## src/rtl/bit_io_port.sv

```systemverilog
// bit_io_port: addressed 1-bit I/O responder for the 1-bit processor.
// Region 0 (addr MSB = 0): write drives an output latch, read returns the
// synchronized input level. Region 1: sticky rising-edge flags, cleared by a
// read or by writing 0; a simultaneous rise always wins over a clear.
module bit_io_port #(
  parameter int A       = 3,
  parameter bit RST_OUT = 1'b0
) (
  input  logic             clk,
  input  logic             rst,
  input  logic [A-1:0]     addr,
  input  logic             write,
  input  logic             read,
  input  logic             result,
  output logic             data,
  input  logic [2**(A-1)-1:0] pins_in,
  output logic [2**(A-1)-1:0] pins_out
);

  localparam int N = 2**(A-1);

  logic [N-1:0] s1, s2, s3;
  logic [N-1:0] flags;
  logic [N-1:0] rise;
  logic [N-1:0] clr;
  logic [1:0]   arm_cnt;
  logic         armed;
  logic         region;
  logic [A-2:0] ch;

  assign region = addr[A-1];
  assign ch     = addr[A-2:0];
  assign armed  = (arm_cnt == 2'd3);
  assign rise   = s2 & ~s3 & {N{armed}};

  // Two-stage input synchronizer plus one history stage for edge detection.
  always_ff @(posedge clk or negedge rst) begin
    if (!rst) begin
      s1 <= '0;
      s2 <= '0;
      s3 <= '0;
    end else begin
      s1 <= pins_in;
      s2 <= s1;
      s3 <= s2;
    end
  end

  // Arm counter: edge detection stays off until the sync pipeline has filled.
  always_ff @(posedge clk or negedge rst) begin
    if (!rst) begin
      arm_cnt <= '0;
    end else if (!armed) begin
      arm_cnt <= arm_cnt + 2'd1;
    end
  end

  // Clear request for the addressed flag: a flag-region read, or writing 0.
  always_comb begin
    clr = '0;
    if (region && (read || (write && !result))) begin
      clr[ch] = 1'b1;
    end
  end

  // Sticky flags; the set term is OR-ed last so a rise beats a same-edge clear.
  always_ff @(posedge clk or negedge rst) begin
    if (!rst) begin
      flags <= '0;
    end else begin
      flags <= (flags & ~clr) | rise;
    end
  end

  // Output latches, written only in the level region.
  always_ff @(posedge clk or negedge rst) begin
    if (!rst) begin
      pins_out <= {N{RST_OUT}};
    end else if (write && !region) begin
      pins_out[ch] <= result;
    end
  end

  // Read data comes from registered state only: input level or flag.
  always_comb begin
    data = 1'b0;
    if (region) begin
      data = flags[ch];
    end else begin
      data = s2[ch];
    end
  end

endmodule

```

## config.mk

```make
export PLATFORM = sky130hd
export DESIGN_NAME = bit_io_port
export DESIGN_NICKNAME = d
export VERILOG_FILES = /design/src/rtl/bit_io_port.sv
export SDC_FILE = /design/constraint.sdc
export NUM_CORES = 1
export LEC_CHECK = 0
export CAP_MARGIN = 20
export CORE_MARGIN = 10
export CORE_UTILIZATION = 55
export CTS_BUF_LIST = sky130_fd_sc_hd__clkbuf_4 sky130_fd_sc_hd__clkbuf_8
export DETAILED_ROUTE_END_ITERATION = 16
export GPL_TIMING_DRIVEN = 1
export HOLD_SLACK_MARGIN = 0.15
export PLACE_DENSITY_LB_ADDON = 0.25
export SYNTH_ARGS = -nofsm -noshare
export SYNTH_HDL_FRONTEND = slang
export SYNTH_SLANG_ARGS = --single-unit
```

## constraint.sdc

```tcl
create_clock -name clk -period 3.8 [get_ports clk]
set_input_delay 0.95 -clock clk [delete_from_list [all_inputs] [get_ports clk]]
set_output_delay 0.95 -clock clk [all_outputs]
set_load 0.005 [all_outputs]
```

Yosys cells after proc, flatten, opt, wreduce, memory -nomap -nowiden --
Cells that the tools add are included.
Cells by class: bitwise gates (word level) 6, reduce and logical (&&, ||, !) cells 7, add/subtract/negate cells 1, equal/unequal tests 1, order comparisons 2, mux-type cells 9
Operator list (number):
- bitwise AND 4 bit | 3
- NOT 4 bit | 2
- binary-select mux 1 bit (select 2 bit) | 2
- bitwise mux 4 bit | 1
- logical AND 1 bit | 4
- two-way mux 1 bit | 4
- two-way mux 4 bit | 1
- OR 4 bit | 1
- less-than comparator 2 x 3 -> 1 bit, second input constant | 1
- adder 2 x 1 -> 2 bit, second input constant | 1
- demux 1 bit (select 2 bit) | 1
- equality test 2 bit, second input constant | 1
- greater-or-equal comparator 2 x 1 -> 1 bit, second input constant | 1
- zero test 1 bit | 2
- logical OR 1 bit | 1
Word-level totals: input bits 12, output and inout bits 5, logic and storage cells 32, bits in registers 22

Longest topological paths before layout --
Gate-level depths: netlist of the first run.
depth after elaboration 8, depth in mapped cells 4

Worst setup path after synthesis of the first run --
OpenSTA, ideal clock, no wires.
kind input port to output port, from in addr[0], to out data, arrival time 1.731 ns, slack 1.119 ns, required time 2.850 ns, buffers on the path 0, cell stages on the path 2, cells stage by stage mux4_1 mux2_2
On the way: cells in the longest elaborated chain, start to end 3, elaborated cells on any way between the ends 5, those cells by class mux (5)
Ends and longest elaborated chain:
- start, declared | line 11 | input logic [A-1:0] addr,
- binary-select mux 1 bit (select 2 bit) (on tied branches) | line 90, 88
- two-way mux 1 bit (on tied branches) | line 90, 88
- two-way mux 1 bit (*) | line 87 | if (region) begin
- end, declared | line 15 | output logic data,
Every way passes the cells marked *; elsewhere a longest branch is shown, timed or not. The select of a mux whose other input is x is not followed.

Worst setup path in the final report of the first run --
Same ends and word-level chain as after synthesis.

==> results of run 1 <==
[cell usage in the layout (no fill, tap or decap)]
| cell type | instances |
|---|---|
| a211o_1 | 1 |
| a21o_1 | 3 |
| a32o_1 | 2 |
| and2_1 | 1 |
| buf_4 | 1 |
| clkbuf_4 | 3 |
| clkbuf_8 | 1 |
| clkdlybuf4s50_1 | 16 |
| dfrtp_1 | 22 |
| ha_1 | 1 |
| inv_1 | 2 |
| mux2_2 | 6 |
| mux4_1 | 2 |
| nand2_1 | 3 |
| nand2b_1 | 3 |
| nand3b_1 | 1 |
| nor2_1 | 4 |
| nor2b_1 | 1 |
| nor3_1 | 1 |
| o21ai_0 | 1 |
| o21ai_1 | 1 |
| xnor2_1 | 1 |
[worst paths after layout]
kind	end	slack, ns	depth (start not counted)
hold reg to reg	s2[1]	0.36	0
hold / removal	s2[1]	0.36	0
setup / recovery	data	0.11	4
max in group asynchronous	flags[0]	2.09	1
min in group asynchronous	arm_cnt[1]	1.15	1
setup reg to reg	flags[1]	2.60	3
[state kept, by name (all words and copies together), names as in the netlist]
signal,cells
s2,4
flags,4
pins_out,4
arm_cnt,2
s1,4
s3,4
[cells by family after synthesis]
group | after synthesis | share of synthesized area (%)
AOI/OAI and AO/OA | 8 | 7.38
and+or+nand+nor | 14 | 8.43
xor gates and xnor gates | 1 | 1.05
adders and majority gates | 1 | 1.51
buffers and inverters | 2 | 0.904
muxes | 8 | 14.5
DFF | 22 | 66.3
[cell type report]
type                       count  share of cell area (%)
clock buffer                   4                    3.44
tap                           15                    1.78
multi-input combinational     32                    25.9
inverter                       2                   0.713
timing repair buffer          17                    15.9
sequential                    22                    52.3
[power breakdown]
group	switching [uW]	leakage [uW]	internal, uW
Sequential	8.55	0.000243	252
Clock	64.7	0.0000210	58.4
Combinational	22.1	0.000172	44.6
[worst max-delay path: stages]
cell             delay [ns]
clkdlybuf4s50_1        0.52
mux4_1                 0.55
mux2_2                 0.27
clkdlybuf4s50_1        0.44
[per-layer routing]
| layer | share of wire [%] | routed length (um) |
|---|---|---|
| met1 | 44 | 638 |
| met4 | 1.1 | 16 |
| met5 | 0 | 0 |
| met2 | 48 | 694 |
| met3 | 5.9 | 85 |
[per-stage QoR]
step                      hold WS (ns)  cell area (um2)  worst slack [ns]
after floorplan                  0.331              831              1.12
after global placement           0.333             1020             0.126
after detailed placement         0.335             1020            0.0997
after CTS                        0.363             1050            0.0991
after global routing             0.379             1050            0.0578
final                            0.360             1050             0.113
==> impl_results.md, run 1 <==
- Post-DP HPWL: 1.15 mm
- Die height: 58.9 um
- Global-route wire length before repair: 2.50 mm
- Synthesized area: 831 um2
- Cts bufs inserted: 3
- I/O Pins: 17
- Final std cells w/o fill: 92
- Post-synthesis register bit count: 22
- Latest clock arrival within the worst-skew pair: 0.30 ns
- Diode count: 0
- Syn nets: 69
- Area Growth Syn to Fin: 26.8%
- # DRC: 0
- Worst min path class: flop to flop
- Synth area leader: dfrtp_1
- Peak Freq: 0.271 GHz
- Netlist cell types: 18
- GR Overflow Total: 0
- Root buf cell: clkbuf_4
- Share of layout cells above drive strength 1: 14.3%
- Min cycle time layout: 3.69 ns
- Top post-synthesis cells by count: 22 x dfrtp_1, 6 x mux2_2, 4 x nor2_1
- Vias in the first global route: 595
- Path type of the worst setup path: primary input to output pin
- Die Wd: 58.9 um
- Routed len/inst: 15.6 um
- Setup TNS: 0 ns
- CP startpoint: addr[0]
- Pwr Total: 450 uW
- Initial antenna violation count: 0
- Share of the synthesized area in the top cell type: 66.3%
- FF/Latch Area: 551 um2
- Max Root-Sink Buffers: 2
- Row count: 13
- Ranking of synthesized cells by area: dfrtp_1 66%, mux2_2 8.1%, mux4_1 6.3%
- GR met2 Demand/Resource: 16.2%
- Post-route ant nets: 0
- Largest net degree at the start of global routing: 23
- RSZ-0062 raised after global routing: no
- Crit path DAT: 2.74 ns
- Vias per cell: 5.55
- Total Routing Usage GR: 9.17%
- Sequential area share after synthesis: 66.3%
- Hold Crit Start: s1[1]
- Static leakage: 0.000436 uW
- Syn_area_per_cell: 14.8 um2
- CP Launch Type: primary input
- Placed insts: 88
- Status: finished clean
- Iteration-0 DRC Markers: 2
- PwrDens: 427 mW/mm2
- Final Hold Viols: 0
- Register clock-pin slew on the reported worst setup and hold paths: 0.11 ns
- Worst path required time: 2.85 ns
- Core area: 0.00137 mm2
- EDFF count, synth: 0
- Total Die Area: 0.00347 mm2
- Net count, final: 91
- Setup violators final: 0
- Starting Density: 60.8%
- CTS H-Tree Depth: 1
- R2R Path Start: arm_cnt[0]
- WL final: 1.43 mm
- Met1 GRT Util: 9.64%
- Async set-reset flop share out of synthesis: 100%
- Clock sink total: 22
- Busiest grt layer: met2
- Top_reg_cell synth: dfrtp_1
- Period utilization: 97.0%
- Final Util: 77.1%
- Peak supply drop: 294 uV
- Max-cap violations: 0
- Fin. max-slew vios: 0
- Post-CTS Setup Bufs: 0
- Cts hold-fix bufs: 0
- Crit Path Max Fanout: 3
- Slew @ Worst Pin: 0.921 ns
- Met3 Use GR: 3.00%
- Normalized max-slew margin: 38.4%
- Drt pass-1 iters: 4
- Filler cells: 92
- Syn Inst Count: 56
- Multi-input logic area: 273 um2
- Routability Congestion: 0.753
- Final Skew: 0.00454 ns
- Synthesis Warnings: 0
- Port bufs: 16
- CTS tree: done
- Vias post-DR: 511
- Setup crit end kind: output pin
- Cts repair resizes: 0
- Top-count cell post-synth: dfrtp_1
Power figures use the tool's default switching activity.
==> inputs of run 2 (changes only) <==
--- a/config.mk
+++ b/config.mk
@@ -11,8 +11,8 @@
 export CTS_BUF_LIST = sky130_fd_sc_hd__clkbuf_4 sky130_fd_sc_hd__clkbuf_8
 export DETAILED_ROUTE_END_ITERATION = 16
 export GPL_TIMING_DRIVEN = 1
-export HOLD_SLACK_MARGIN = 0.15
 export PLACE_DENSITY_LB_ADDON = 0.25
+export SLEW_MARGIN = 20
 export SYNTH_ARGS = -nofsm -noshare
 export SYNTH_HDL_FRONTEND = slang
 export SYNTH_SLANG_ARGS = --single-unit
==> results of run 2 <==
Same layout as run 1: the final DEF is identical, and so are final timing and power.
==> inputs of run 3 (changes only) <==
--- a/config.mk
+++ b/config.mk
@@ -5,7 +5,6 @@
 export SDC_FILE = /design/constraint.sdc
 export NUM_CORES = 1
 export LEC_CHECK = 0
-export CAP_MARGIN = 20
 export CORE_MARGIN = 10
 export CORE_UTILIZATION = 55
 export CTS_BUF_LIST = sky130_fd_sc_hd__clkbuf_4 sky130_fd_sc_hd__clkbuf_8
==> constraint.sdc (replaced) <==
create_clock -name clk -period 4.7 [get_ports clk]
set_input_delay 1.175 -clock clk [delete_from_list [all_inputs] [get_ports clk]]
set_output_delay 1.175 -clock clk [all_outputs]
set_load 0.005 [all_outputs]
==> run 3 against run 2 <==
  * Critical path depth did not move
  * Die area is the same
  * Worst setup slack better by 0.31 ns
  * Largest cell class unchanged
  * Clock skew rose by 0.0036 ns
  * Register-to-register slack improved by 0.89 ns
==> impl_results.md, run 3 (same netlist as run 1, synthesis figures left out) <==
- Setup slack after layout: 0.419 ns
- Slew @ Worst Pin: 0.914 ns
- Status: finished clean
- Global-route wire length before repair: 2.33 mm
- I/O Pins: 17
- Share of layout cells above drive strength 1: 12.0%
- Path type of the worst setup path: primary input to output pin
- Clock sink total: 22
- Total Routing Usage GR: 8.64%
- Die height: 58.9 um
- Worst min path class: flop to flop
- Hold slack: 0.362 ns
- Vias per cell: 5.58
- Post-CTS Setup Bufs: 0
- Register clock-pin slew on the reported worst setup and hold paths: 0.10 ns
- CP startpoint: addr[0]
- Iteration-0 DRC Markers: 1
- R2R cell count: 3
- Worst path required time: 3.52 ns
- RSZ-0062 raised after global routing: no
- Latest clock arrival within the worst-skew pair: 0.29 ns
- Drt pass-1 iters: 2
- Total Die Area: 0.00347 mm2
- R2r setup slk: 3.49 ns
- Die Wd: 58.9 um
- WL final: 1.41 mm
- Setup violators final: 0
- Place WS: 0.443 ns
- Cts repair resizes: 0
- Final Hold Viols: 0
- Initial antenna violation count: 0
- Crit path DAT: 3.11 ns
- Final std cells w/o fill: 90
- # DRC: 0
- Final Util: 75.5%
- CTS H-Tree Depth: 1
- CTS tree: done
- Placed insts: 87
- Setup TNS: 0 ns
- Starting Density: 60.8%
- Final Skew: 0.00815 ns
- Post-DP HPWL: 1.11 mm
- Area Growth Syn to Fin: 24.2%
- Routability Congestion: 0.746
- Cts bufs inserted: 3
- Most common cell after layout, fill and taps aside: dfrtp_1
- Post-route ant nets: 0
- PwrDens: 331 mW/mm2
- Period utilization: 91.1%
- Row count: 13
- Reg2reg end: flags[3]
- GR Overflow Total: 0
- Crit Path Max Fanout: 7
- R2R Path Start: arm_cnt[0]
- Peak supply drop: 201 uV
- Largest net degree at the start of global routing: 23
- Min cycle time layout: 4.28 ns
- Vias post-DR: 502
- Port bufs: 16
- Most frequent cells in the layout: 22 x dfrtp_1, 16 x clkdlybuf4s50_1, 6 x mux2_2
- Max Root-Sink Buffers: 2
- Cts hold-fix bufs: 0
- CP endpoint: data
- Diode count: 0
- Max-cap violations: 0
- Core area: 0.00137 mm2
- Vias in the first global route: 510
- Routed len/inst: 15.7 um
- CP Launch Type: primary input
- Setup crit end kind: output pin
- Net count, final: 90
- Fin. max-slew vios: 0
- Root buf cell: clkbuf_4
- Static leakage: 0.000424 uW
- Normalized max-slew margin: 38.9%
- Peak Freq: 0.234 GHz
[run 3: cell types whose count changed in the layout (fill, tap and decap cells not counted)]
cell | previous run | this run
buf_4 | 1 | 0
clkbuf_8 | 1 | 0
[run 3: per-layer routing]
metal,routed length (um),vias to the layer above,GRT usage (%)
li1,-,241,-
met1,645,242,10.5
met2,640,15,12.3
met3,103,4,3.86
met4,23,0,4.92
met5,0,-,0
[run 3: power by group]
part | internal, uW | switching [uW] | leakage (uW) | total [uW]
Sequential | 204 | 6.91 | 0.000243 | 211
Clock | 29.8 | 48.2 | 0.0000138 | 78.0
Combinational | 35.5 | 18.0 | 0.000167 | 53.5
[run 3: worst min path at each step]
stage | depth (start not counted) | from | endpoint
floorplan | 0 | s1[0] | s2[0]
global placement | 0 | s1[2] | s2[2]
detailed placement | 0 | s1[0] | s2[0]
CTS | 0 | s1[0] | s2[0]
global route | 0 | s1[1] | s2[1]
finish | 0 | s1[3] | s2[3]
[run 3: final cells by class]
type,count,area [um2]
multi-input cells,32,273
clock buffers,3,22.5
repair buffers,16,160
fillers,93,334
inverters,2,7.51
well taps,15,18.8
flip-flops and latches,22,551
[run 3: through the flow]
step           power [uW]  instance area, um2
6_report              342                1030
5_1_grt               361                1030
4_1_cts               348                1030
3_5_place_dp          269                1010
3_3_place_gp          267                1010
2_1_floorplan         232                 831
[run 3: worst max-delay path, cell delays in order]
cell and delay, ns:
clkdlybuf4s50_1 0.62, mux4_1 0.59, mux2_2 0.27, clkdlybuf4s50_1 0.45
